## src/rtl/operand_feeder_if.sv

```systemverilog
// Stream and engine-read bundle of the operand feeder: DMA word stream in,
// four operand FIFO read ports plus per-port bias out.
interface operand_feeder_if #(
    parameter int DW = 16
);
    logic          dma_valid;
    logic [DW-1:0] dma_data;
    logic          dma_ready;

    logic          p0_data_fifo_rd_en;
    logic          p0_weight_fifo_rd_en;
    logic          p1_data_fifo_rd_en;
    logic          p1_weight_fifo_rd_en;

    logic [DW-1:0] data_0;
    logic [DW-1:0] weight_0;
    logic [DW-1:0] data_1;
    logic [DW-1:0] weight_1;
    logic [DW-1:0] bias_0;
    logic [DW-1:0] bias_1;

    logic          p0_data_empty;
    logic          p0_weight_empty;
    logic          p1_data_empty;
    logic          p1_weight_empty;
    logic          underflow;

    modport master (
        output dma_valid, dma_data,
        output p0_data_fifo_rd_en, p0_weight_fifo_rd_en,
        output p1_data_fifo_rd_en, p1_weight_fifo_rd_en,
        input  dma_ready,
        input  data_0, weight_0, data_1, weight_1, bias_0, bias_1,
        input  p0_data_empty, p0_weight_empty, p1_data_empty, p1_weight_empty,
        input  underflow
    );

    modport slave (
        input  dma_valid, dma_data,
        input  p0_data_fifo_rd_en, p0_weight_fifo_rd_en,
        input  p1_data_fifo_rd_en, p1_weight_fifo_rd_en,
        output dma_ready,
        output data_0, weight_0, data_1, weight_1, bias_0, bias_1,
        output p0_data_empty, p0_weight_empty, p1_data_empty, p1_weight_empty,
        output underflow
    );
endinterface

```

## src/rtl/operand_feeder.sv

```systemverilog
// Splits the DMA word stream (bias, BURST_LEN data, BURST_LEN weights per burst)
// into per-port operand FIFOs and bias registers for the conv engine.
module operand_feeder #(
    parameter int DW        = 16,
    parameter int DEPTH     = 32,
    parameter int AW        = 5,
    parameter int BURST_LEN = 16
) (
    input  logic        clk,
    input  logic        rst_n,
    input  logic        start_i,
    input  logic [2:0]  op_type_i,
    input  logic [15:0] burst_num_i,
    output logic        busy_o,
    output logic        done_o,
    operand_feeder_if.slave bus
);
    localparam logic [2:0]  OP_CONV1  = 3'd1;
    localparam logic [2:0]  OP_CONV3  = 3'd2;
    localparam logic [2:0]  OP_CONVP  = 3'd3;
    localparam logic [4:0]  LAST_BEAT = 5'(BURST_LEN - 1);
    localparam logic [AW:0] PTR_ONE   = (AW+1)'(1);

    typedef enum logic [2:0] {S_IDLE, S_BIAS, S_DATA, S_WEIGHT, S_DONE} state_t;

    state_t          state_q;
    logic [2:0]      op_q;
    logic [15:0]     remain_q;
    logic            port_q;
    logic [4:0]      beat_q;
    logic            busy_q;
    logic            done_q;
    logic [DW-1:0]   bias0_q;
    logic [DW-1:0]   bias1_q;
    logic            underflow_q;

    // FIFO index: {port, 0} = data, {port, 1} = weight
    logic [3:0]      rd_en;
    logic [3:0]      wr_en;
    logic [3:0]      empty;
    logic [3:0]      full;
    logic [DW-1:0]   dout [4];
    logic [1:0]      data_idx;
    logic [1:0]      wt_idx;
    logic            ready;
    logic            accept;

    assign rd_en    = {bus.p1_weight_fifo_rd_en, bus.p1_data_fifo_rd_en,
                       bus.p0_weight_fifo_rd_en, bus.p0_data_fifo_rd_en};
    assign data_idx = {port_q, 1'b0};
    assign wt_idx   = {port_q, 1'b1};
    assign accept   = bus.dma_valid & ready;

    // A new burst may only start once the previous burst on that port is drained.
    always_comb begin
        ready = 1'b0;
        case (state_q)
            S_BIAS:   ready = empty[data_idx] & empty[wt_idx];
            S_DATA:   ready = ~full[data_idx];
            S_WEIGHT: ready = ~full[wt_idx];
            default:  ready = 1'b0;
        endcase
    end

    always_comb begin
        wr_en = '0;
        if (accept && state_q == S_DATA)   wr_en[data_idx] = 1'b1;
        if (accept && state_q == S_WEIGHT) wr_en[wt_idx]   = 1'b1;
    end

    always_ff @(posedge clk or negedge rst_n) begin
        if (!rst_n) begin
            state_q  <= S_IDLE;
            op_q     <= '0;
            remain_q <= '0;
            port_q   <= 1'b0;
            beat_q   <= '0;
            busy_q   <= 1'b0;
            done_q   <= 1'b0;
            bias0_q  <= '0;
            bias1_q  <= '0;
        end else begin
            done_q <= 1'b0;
            case (state_q)
                S_IDLE: begin
                    if (start_i) begin
                        op_q     <= op_type_i;
                        remain_q <= burst_num_i;
                        port_q   <= (op_type_i == OP_CONV1);
                        beat_q   <= '0;
                        busy_q   <= 1'b1;
                        if (burst_num_i == 16'd0 ||
                            !(op_type_i == OP_CONV1 || op_type_i == OP_CONV3 ||
                              op_type_i == OP_CONVP))
                            state_q <= S_DONE;
                        else
                            state_q <= S_BIAS;
                    end
                end
                S_BIAS: begin
                    if (accept) begin
                        if (port_q) bias1_q <= bus.dma_data;
                        else        bias0_q <= bus.dma_data;
                        beat_q  <= '0;
                        state_q <= S_DATA;
                    end
                end
                S_DATA: begin
                    if (accept) begin
                        if (beat_q == LAST_BEAT) begin
                            beat_q  <= '0;
                            state_q <= S_WEIGHT;
                        end else begin
                            beat_q <= beat_q + 5'd1;
                        end
                    end
                end
                S_WEIGHT: begin
                    if (accept) begin
                        if (beat_q == LAST_BEAT) begin
                            beat_q   <= '0;
                            remain_q <= remain_q - 16'd1;
                            if (op_q == OP_CONVP) port_q <= ~port_q;
                            state_q  <= (remain_q == 16'd1) ? S_DONE : S_BIAS;
                        end else begin
                            beat_q <= beat_q + 5'd1;
                        end
                    end
                end
                S_DONE: begin
                    done_q  <= 1'b1;
                    busy_q  <= 1'b0;
                    state_q <= S_IDLE;
                end
                default: state_q <= S_IDLE;
            endcase
        end
    end

    genvar gi;
    generate
        for (gi = 0; gi < 4; gi++) begin : g_fifo
            logic [DW-1:0] mem_q [DEPTH];
            logic [AW:0]   wr_ptr_q;
            logic [AW:0]   rd_ptr_q;
            logic [DW-1:0] dout_q;
            logic          rd_ok;

            assign empty[gi] = (wr_ptr_q == rd_ptr_q);
            assign full[gi]  = (wr_ptr_q[AW-1:0] == rd_ptr_q[AW-1:0]) &&
                               (wr_ptr_q[AW] != rd_ptr_q[AW]);
            assign rd_ok     = rd_en[gi] & ~empty[gi];
            assign dout[gi]  = dout_q;

            always_ff @(posedge clk) begin
                if (wr_en[gi]) mem_q[wr_ptr_q[AW-1:0]] <= bus.dma_data;
            end

            always_ff @(posedge clk or negedge rst_n) begin
                if (!rst_n) begin
                    wr_ptr_q <= '0;
                    rd_ptr_q <= '0;
                    dout_q   <= '0;
                end else begin
                    if (wr_en[gi]) wr_ptr_q <= wr_ptr_q + PTR_ONE;
                    if (rd_ok) begin
                        dout_q   <= mem_q[rd_ptr_q[AW-1:0]];
                        rd_ptr_q <= rd_ptr_q + PTR_ONE;
                    end
                end
            end
        end
    endgenerate

    always_ff @(posedge clk or negedge rst_n) begin
        if (!rst_n)                underflow_q <= 1'b0;
        else if (|(rd_en & empty)) underflow_q <= 1'b1;
    end

    assign busy_o              = busy_q;
    assign done_o              = done_q;
    assign bus.dma_ready       = ready;
    assign bus.data_0          = dout[0];
    assign bus.weight_0        = dout[1];
    assign bus.data_1          = dout[2];
    assign bus.weight_1        = dout[3];
    assign bus.bias_0          = bias0_q;
    assign bus.bias_1          = bias1_q;
    assign bus.p0_data_empty   = empty[0];
    assign bus.p0_weight_empty = empty[1];
    assign bus.p1_data_empty   = empty[2];
    assign bus.p1_weight_empty = empty[3];
    assign bus.underflow       = underflow_q;
endmodule
```

## src/flat_wrapper.sv

```systemverilog
// flat-port wrapper written by rule: the top's interface ports become plain ports
module operand_feeder_flat 
#(
    parameter int DW        = 16,
    parameter int DEPTH     = 32,
    parameter int AW        = 5,
    parameter int BURST_LEN = 16
)
  (clk, rst_n, start_i, op_type_i, burst_num_i, busy_o, done_o, bus_dma_valid, bus_dma_data, bus_p0_data_fifo_rd_en, bus_p0_weight_fifo_rd_en, bus_p1_data_fifo_rd_en, bus_p1_weight_fifo_rd_en, bus_dma_ready, bus_data_0, bus_weight_0, bus_data_1, bus_weight_1, bus_bias_0, bus_bias_1, bus_p0_data_empty, bus_p0_weight_empty, bus_p1_data_empty, bus_p1_weight_empty, bus_underflow);
  operand_feeder_if #(.DW(DW)) bus_i ();
  input  logic clk;
  input  logic rst_n;
  input  logic start_i;
  input  logic [2:0] op_type_i;
  input  logic [15:0] burst_num_i;
  output logic busy_o;
  output logic done_o;
  input wire logic [$bits(bus_i.dma_valid)-1:0] bus_dma_valid;
  input wire logic [$bits(bus_i.dma_data)-1:0] bus_dma_data;
  input wire logic [$bits(bus_i.p0_data_fifo_rd_en)-1:0] bus_p0_data_fifo_rd_en;
  input wire logic [$bits(bus_i.p0_weight_fifo_rd_en)-1:0] bus_p0_weight_fifo_rd_en;
  input wire logic [$bits(bus_i.p1_data_fifo_rd_en)-1:0] bus_p1_data_fifo_rd_en;
  input wire logic [$bits(bus_i.p1_weight_fifo_rd_en)-1:0] bus_p1_weight_fifo_rd_en;
  output wire logic [$bits(bus_i.dma_ready)-1:0] bus_dma_ready;
  output wire logic [$bits(bus_i.data_0)-1:0] bus_data_0;
  output wire logic [$bits(bus_i.weight_0)-1:0] bus_weight_0;
  output wire logic [$bits(bus_i.data_1)-1:0] bus_data_1;
  output wire logic [$bits(bus_i.weight_1)-1:0] bus_weight_1;
  output wire logic [$bits(bus_i.bias_0)-1:0] bus_bias_0;
  output wire logic [$bits(bus_i.bias_1)-1:0] bus_bias_1;
  output wire logic [$bits(bus_i.p0_data_empty)-1:0] bus_p0_data_empty;
  output wire logic [$bits(bus_i.p0_weight_empty)-1:0] bus_p0_weight_empty;
  output wire logic [$bits(bus_i.p1_data_empty)-1:0] bus_p1_data_empty;
  output wire logic [$bits(bus_i.p1_weight_empty)-1:0] bus_p1_weight_empty;
  output wire logic [$bits(bus_i.underflow)-1:0] bus_underflow;
  assign bus_i.dma_valid = bus_dma_valid;
  assign bus_i.dma_data = bus_dma_data;
  assign bus_i.p0_data_fifo_rd_en = bus_p0_data_fifo_rd_en;
  assign bus_i.p0_weight_fifo_rd_en = bus_p0_weight_fifo_rd_en;
  assign bus_i.p1_data_fifo_rd_en = bus_p1_data_fifo_rd_en;
  assign bus_i.p1_weight_fifo_rd_en = bus_p1_weight_fifo_rd_en;
  assign bus_dma_ready = bus_i.dma_ready;
  assign bus_data_0 = bus_i.data_0;
  assign bus_weight_0 = bus_i.weight_0;
  assign bus_data_1 = bus_i.data_1;
  assign bus_weight_1 = bus_i.weight_1;
  assign bus_bias_0 = bus_i.bias_0;
  assign bus_bias_1 = bus_i.bias_1;
  assign bus_p0_data_empty = bus_i.p0_data_empty;
  assign bus_p0_weight_empty = bus_i.p0_weight_empty;
  assign bus_p1_data_empty = bus_i.p1_data_empty;
  assign bus_p1_weight_empty = bus_i.p1_weight_empty;
  assign bus_underflow = bus_i.underflow;
  operand_feeder #(.DW(DW), .DEPTH(DEPTH), .AW(AW), .BURST_LEN(BURST_LEN)) u_core (.clk(clk), .rst_n(rst_n), .start_i(start_i), .op_type_i(op_type_i), .burst_num_i(burst_num_i), .busy_o(busy_o), .done_o(done_o), .bus(bus_i));
endmodule
```

## config.mk

```make
export PLATFORM = sky130hd
export DESIGN_NAME = operand_feeder_flat
export DESIGN_NICKNAME = d
export VERILOG_FILES = /design/src/rtl/operand_feeder_if.sv /design/src/rtl/operand_feeder.sv /design/src/flat_wrapper.sv
export SDC_FILE = /design/constraint.sdc
export NUM_CORES = 2
export LEC_CHECK = 0
export ABC_AREA = 1
export BUFFER_PORTS_ARGS = -buffer_cell sky130_fd_sc_hd__buf_2
export CAP_MARGIN = 20
export CORE_MARGIN = 1
export CORE_UTILIZATION = 25
export CTS_CLUSTER_DIAMETER = 80
export DETAILED_ROUTE_END_ITERATION = 6
export PLACE_DENSITY_LB_ADDON = 0.12
export RECOVER_POWER = 100
export SKIP_CTS_REPAIR_TIMING = 1
export SLEW_MARGIN = 0
export SYNTH_ARGS = -nofsm -noshare
export SYNTH_HDL_FRONTEND = slang
export SYNTH_SLANG_ARGS = --single-unit
```

## constraint.sdc

```tcl
create_clock -name clk -period 8.08 [get_ports clk]
set_clock_uncertainty 0.1 [all_clocks]
set_input_delay 2.02 -clock clk [delete_from_list [all_inputs] [get_ports clk]]
set_output_delay 2.02 -clock clk [all_outputs]
set_load 0.01 [all_outputs]
```

# --- Word level (Yosys, flattened, before mapping) ---
# Memory sizes are Yosys's and may differ from the RTL's. A register that Yosys moved wholly into a read port is not among the register bits.
# Index checks and enable logic that the tools add are counted.
totals:
  register_bits: 111
  ram_bits: 2048
  in_bits: 43
  out_inout_bits: 104
  mem_count: 4
op_classes:
  addsub: 10
  n_lt_le_gt_ge: 4
  n_eq_ne: 30
  mux: 49
  bitwise_logic: 15
  reduce_logical: 31
memory_table:
  columns: ["name", "depth", "word_bits", "read_ports", "rd_clocked_by_memory_dff", "write_ports", "line_no", "text"]
  rows:
  - ["u_core.g_fifo[0].mem_q", 32, 16, 1, 1, 1, "operand_feeder.sv:143", "logic [DW-1:0] mem_q [DEPTH];"]
  - ["u_core.g_fifo[1].mem_q", 32, 16, 1, 1, 1, "operand_feeder.sv:143", null]
  - ["u_core.g_fifo[2].mem_q", 32, 16, 1, 1, 1, "operand_feeder.sv:143", null]
  - ["u_core.g_fifo[3].mem_q", 32, 16, 1, 1, 1, "operand_feeder.sv:143", null]
ops:
  columns: ["cell", "n"]
  rows:
  - ["adder 6 x 1 -> 6 bit (second input constant)", 8]
  - ["two-way mux 16 bit", 3]
  - ["case mux 16 bit (2 select lines)", 1]
  - ["two-way mux 3 bit", 9]
  - ["equality test 6 bit", 4]
  - ["two-way mux 1 bit", 24]
  - ["equality test 5 bit", 4]
  - ["two-way mux 5 bit", 4]
  - ["equality test 16 x 1 -> 1 bit (second input constant)", 1]
  - ["zero test 16 bit", 1]
  - ["subtractor 16 x 1 -> 16 bit (second input constant)", 1]
  - ["equality test 3 x 2 -> 1 bit (second input constant)", 5]
  - ["case mux 5 bit (3 select lines)", 1]
  - ["case mux 3 bit (4 select lines)", 1]
  - ["logical AND 1 bit", 8]
  - ["inequality test 2 x 1 -> 1 bit (second input constant)", 4]
  - ["inequality test 2 bit (second input constant)", 4]
  - ["AND reduction 4 bit", 2]
  - ["NOT 1 bit", 7]
  - ["AND 1 bit", 6]
  - ["equality test 3 x 1 -> 1 bit (second input constant)", 2]
  - ["less-than comparator 2 x 3 -> 1 bit (second input constant)", 2]
  - ["AND reduction 3 bit", 2]
  - ["AND reduction 6 bit", 1]
  - ["other kinds (20)", 34]

# --- Depth between registers and ports, before layout ---
depth:
  ltp_word: 13
  ltp_mapped: 17
  mapped_depth_nobuf: 15

# --- Least setup slack after synthesis ---
# No wires, ideal clock.
synth_timing:
  path_type: "input-to-reg"
  startpoint: "input bus_dma_valid"
  endpoint: "memory u_core.g_fifo[0].mem_q[31][0] (enable)"
  setup_ns: 0.430
  t_arrival_ns: 3.761
  required_ns: 7.550
  slack_ns: 3.788
  cell_stages: 2
  cell_sequence: "nand3_2 -> nor4_1"
synth_between:
  elab_chain_cells: 7
  word_cells_on_any_way: 8
  cone_classes: "mux (4); bitwise (2); reduce/logical (2)"
synth_rtl:
  columns: ["element", "line_no", "text"]
  rows:
  - ["start, declared", "flat_wrapper.sv:18", "input wire logic [$bits(bus_i.dma_valid)-1:0] bus_dma_valid;"]
  - ["AND 1 bit (*)", "operand_feeder.sv:52", "assign accept = bus.dma_valid & ready;"]
  - ["logical AND 1 bit", "operand_feeder.sv:67", "if (accept && state_q == S_DATA) wr_en[data_idx] = 1'b1;"]
  - ["two-way mux 3 bit", "operand_feeder.sv:67", null]
  - ["bitwise OR 3 x 4 -> 4 bit (no line)", null, null]
  - ["two-way mux 4 bit (*)", "operand_feeder.sv:68", "if (accept && state_q == S_WEIGHT) wr_en[wt_idx] = 1'b1;"]
  - ["two-way mux 1 bit (*)", "operand_feeder.sv:156", "if (wr_en[gi]) mem_q[wr_ptr_q[AW-1:0]] <= bus.dma_data;"]
  - ["two-way mux 1 bit (not written as such) (*)", "operand_feeder.sv:156", null]
  - ["end, declared", "operand_feeder.sv:143", null]
# Mark *: on every way between the ends. The rest lies on a longest branch, timed or not.

# --- Worst setup path in the final report ---
layout_timing:
  startpoint: "register u_core.g_fifo[2].rd_ptr_q[2]"
  endpoint: "memory u_core.g_fifo[0].mem_q[13][1] (enable)"
layout_between:
  elab_chain_cells: 13
  word_cells_on_any_way: 18
  cone_classes: "eq/ne (2); mux (9); bitwise (4); reduce/logical (3)"
layout_rtl:
  columns: ["element", "line_no", "text"]
  rows:
  - ["start, declared", "operand_feeder.sv:145", "logic [AW:0] rd_ptr_q;"]
  - ["start signal, assigned", "operand_feeder.sv:168", "rd_ptr_q <= rd_ptr_q + PTR_ONE;"]
  - ["equality test 5 bit", "operand_feeder.sv:150", "assign full[gi] = (wr_ptr_q[AW-1:0] == rd_ptr_q[AW-1:0]) &&"]
  - ["logical AND 1 bit", "operand_feeder.sv:150", null]
  - ["two-way mux 1 bit (not written as such) (2 in a row)", "operand_feeder.sv:59", "S_DATA: ready = ~full[data_idx];"]
  - ["NOT 1 bit", "operand_feeder.sv:59", null]
  - ["case mux 1 bit (3 select lines) (*)", "operand_feeder.sv:57", "case (state_q)"]
  - ["AND 1 bit (*)", "operand_feeder.sv:52", null]
  - ["logical AND 1 bit", "operand_feeder.sv:67", null]
  - ["two-way mux 3 bit", "operand_feeder.sv:67", null]
  - ["bitwise OR 3 x 4 -> 4 bit (no line)", null, null]
  - ["two-way mux 4 bit (*)", "operand_feeder.sv:68", null]
  - ["two-way mux 1 bit (*)", "operand_feeder.sv:156", null]
  - ["two-way mux 1 bit (not written as such) (*)", "operand_feeder.sv:156", null]
# Mark *: on every way between the ends. The rest lies on a longest branch, timed or not. The select of a mux whose other input is x is not followed.

==> key figures <==
Worst setup path
  • Largest stage delay, worst path: 1200 ps
  • Critical Path, Cell by Cell: inv_1, nand2_1, nand2_1, nor2_1, nand2_1, nor2_2, clkbuf_1, nand2_1, nand2_1, nand2_2, nand2_1, nand3_1, nor2_4, nand2_1, nor2_1
  • Worst Path Arrival: 7190 ps
  • Worst R2R Setup Slack: 1230 ps
  • Crit. End Element: flip-flop
  • Crit path top cell by count: nand2_1
  • Crit-path leading delay family: simple AND/OR/NAND/NOR gates
  • Worst path bufs/invs: 2
  • Critical path peak fanout: 50
  • CP Data Required Time: around 8400 ps
  • Startpoint class of the critical path: flip-flop
  • WS Path Type: reg2reg
  • Crit-path slowest cell: nor2_1

Layout
  • Fin nets: slightly above 7,000
  • Area of the multi-input gates: 0.0197 mm²
  • Filler Cells Inserted: between 30,000 and 40,000
  • Final design area excluding fillers: 0.102 mm²
  • Layout cells sized above 1: 0.0702
  • Synth-to-Final Area Change: 16.2%
  • Reg area: 0.0659 mm²

Yosys
  • Synth top area cells: edfxtp_1, o21ai_0, nor2_1
  • Sequential share of the synthesized area: 0.750
  • Seq cells post-synth: ~2,200
  • Post-synth ARST share: 0.0787
  • Syn. warnings: 0
  • Most frequent cells after synthesis: edfxtp_1, nor2_1, o21ai_0, nand2_1, clkbuf_1
  • Post-Syn Area: roughly 0.088 mm²
  • Unique cell type count in the Yosys netlist: between 40 and 50
  • Gate Count Post-Synth: just under 7,000
  • Avg Cell Area, Syn: around 13 µm²
  • Post-Syn Nets: 6,920
  • Largest area contributor in the netlist: edfxtp_1
  • Count leader, synth: edfxtp_1
  • Top FF cell, synth: edfxtp_1
  • Post-synth top area share: 0.700
  • Post-synth EDFFs: around 2,000

Clock tree
  • Bufs on Longest Clock Path: 4
  • CTS Sinks: about 2,200
  • CTS buffer count: 268
  • TritonCTS clock tree: built
  • Root Buffer: clkbuf_16
  • Clk Latency, worst-skew pair: 890 ps
  • Clk slew on worst S/H paths: 60 ps
  • CTS H-tree depth: 5

Placed design
  • HPWL after DPL: roughly 170,000 µm
  • Area post-placement: 0.0944 mm²
  • IO buf count: 146
  • RD Place Congestion: 0.842

Timing
  • RSZ-0062 raised after global routing: false
  • Fmax: 146 MHz
  • Endpoints failing hold: 0
  • Setup-failing EPs final: 0
  • Pins Over Slew Limit: between 1,500 and 2,000
  • Worst Tran Pin Value: between 4000 and 5000 ps
  • Final min period: 6850 ps
  • Worst rel slew slack: -2.33
  • Final Cycle Share: 0.848
  • Setup_tns: 0 ps

Floorplan
  • Die width: 595 µm
  • Die area: 0.354 mm²
  • Cell row count: about 220
  • Die Ht: 595 µm
  • Core area: 0.349 mm²
  • Top Ports: 147
  • Initial Util: 0.251

Global routing
  • Initial antenna violation count: 10
  • Vias in the first global route: 56,000
  • Global-route wire length before repair: between 400,000 and 500,000 µm
  • Largest net degree at the start of global routing: 225
  • Overall routing resource usage: 0.162
  • Total grt overflow: 0

Routing
  • ANT nets after route: 0
  • Routed wire length: 296,000 µm
  • Routed WL per cell: 25.0 µm
  • Number of remaining DRC errors: 0
  • Vias per cell: 4.77
  • DRT Pass-1 Iters: 6
  • DR vias: 56,400
  • Initial drt markers: 4,960

Pwr
  • Leakage: 32.6 nW
  • PwrDens: 363 mW/mm²
  • Pwr Total: 37.0 mW
  • Maximum VDD drop: 343 µV

Flow run
  • Max-Cap Viols: 41

Min path
  • Worst min-delay path category: reg2reg

Outcome
  • Failing checks: max-capacitance violations, max-slew violations
  • Status: finished, violations left
[tightest hold or removal path: stages, from the launching register on]
cell	delay, ps
dfrtp_1	340
nand2_1	60
nand2_1	50
[registers in the layout (all words and copies together) (netlist names), 5 cells and up]
| signal | cells |
|---|---|
| u_core.g_fifo.wr_ptr_q | 24 |
| u_core.g_fifo.mem_q | 2048 |
| u_core.bus.weight_1 | 16 |
| u_core.bus.data_0 | 16 |
| u_core.bus.bias_1 | 16 |
| u_core.g_fifo.rd_ptr_q | 24 |
| u_core.bus.weight_0 | 16 |
| u_core.beat_q | 5 |
| u_core.remain_q | 16 |
| u_core.bus.bias_0 | 16 |
| u_core.bus.data_1 | 16 |
[where the power goes]
group / internal [mW] / leakage (nW) / total (mW) / switching (mW)
registers: 13.1 / 20.5 / 13.8 / 0.770
logic: 2.79 / 7.87 / 11.3 / 8.47
clock network: 7.11 / 4.19 / 11.9 / 4.83
[cells in the final DEF, fill, tap and decap left out, types with 5 or more instances in the layout]
cell type / Yosys / routed
o21ai_0: 1128 / 1129
dfrtp_4: 0 / 8
ha_1: 23 / 23
clkbuf_1: 401 / 312
xnor2_1: 5 / 5
o221ai_1: 142 / 142
clkinv_1: 6 / 35
nor2_1: 1245 / 1242
buf_2: 17 / 25
o22ai_1: 354 / 354
nand3_1: 240 / 247
buf_12: 0 / 7
inv_6: 0 / 5
clkinv_2: 0 / 45
diode_2: 0 / 10
nand2_1: 650 / 659
dfrtp_1: 175 / 163
buf_4: 0 / 45
clkbuf_2: 2 / 9
clkbuf_8: 0 / 12
nand4_1: 102 / 103
clkbuf_16: 0 / 282
clkinvlp_4: 0 / 9
inv_2: 8 / 5
inv_1: 100 / 95
o32ai_1: 9 / 9
xor2_1: 42 / 42
o211ai_1: 51 / 51
a31oi_1: 8 / 8
nor2_2: 5 / 9
nor4_1: 11 / 10
nor3_1: 7 / 7
bufinv_16: 0 / 20
a21oi_1: 7 / 7
edfxtp_1: 2048 / 2048
[final timing paths]
kind	start	to	depth (start not counted)
setup / recovery	u_core.g_fifo[2].rd_ptr_q[2]$_DFFE_PN0P_	u_core.g_fifo[0].mem_q[13][1]$_DFFE_PP_	15
hold / removal	u_core.bus.weight_1[14]$_DFFE_PN0P_	u_core.bus.weight_1[14]$_DFFE_PN0P_	2
setup reg to reg	u_core.g_fifo[2].rd_ptr_q[2]$_DFFE_PN0P_	u_core.g_fifo[0].mem_q[13][1]$_DFFE_PP_	15
hold reg to reg	u_core.bus.weight_1[14]$_DFFE_PN0P_	u_core.bus.weight_1[14]$_DFFE_PN0P_	2
max in group asynchronous	rst_n	u_core.g_fifo[1].rd_ptr_q[1]$_DFFE_PN0P_	2
min in group asynchronous	rst_n	u_core.bus.data_1[3]$_DFFE_PN0P_	1
[per-stage QoR]
stage / instances / hold WS, ps / worst slack (ps) / util
detailed placement: 11300 / 364 / 1920 / 0.270
finish: 11800 / 376 / 1230 / 0.292
global placement: 11300 / 359 / 2020 / 0.270
floorplan: 6854 / 348 / 3790 / -
CTS: 11800 / 380 / 1820 / 0.295
global route: 11800 / 402 / 882 / 0.292
[area by class of cell]
cell class / instances / area share
inverters: 114 / 0.00459
well taps: 4599 / 0.0564
repair buffers: 341 / 0.0160
multi-input cells: 4066 / 0.193
clock buffers: 352 / 0.0729
clock inverters: 113 / 0.0110
flip-flops and latches: 2223 / 0.646
diodes: 10 / 0.000245
[logic make-up (layout without fill, tap and decap cells)]
kind of cell	after synthesis	after routing	synth area share
xor gates and xnor gates	47	47	0.00469
and+or+nand+nor	2286	2286	0.106
buffers and inverters	565	920	0.0248
DFF	2223	2223	0.750
AOI/OAI and AO/OA	1710	1710	0.111
other	0	10	0
adders and majority gates	23	23	0.00328
[routing by layer]
layer | routed length, µm | global-route usage | share of wire
met5 | 13 | 0 | 0.000044
met4 | 6900 | 0.0440 | 0.023
met3 | 13700 | 0.0218 | 0.046
met2 | 138000 | 0.261 | 0.47
met1 | 137000 | 0.229 | 0.46
(Power assumes the default switching activity.)
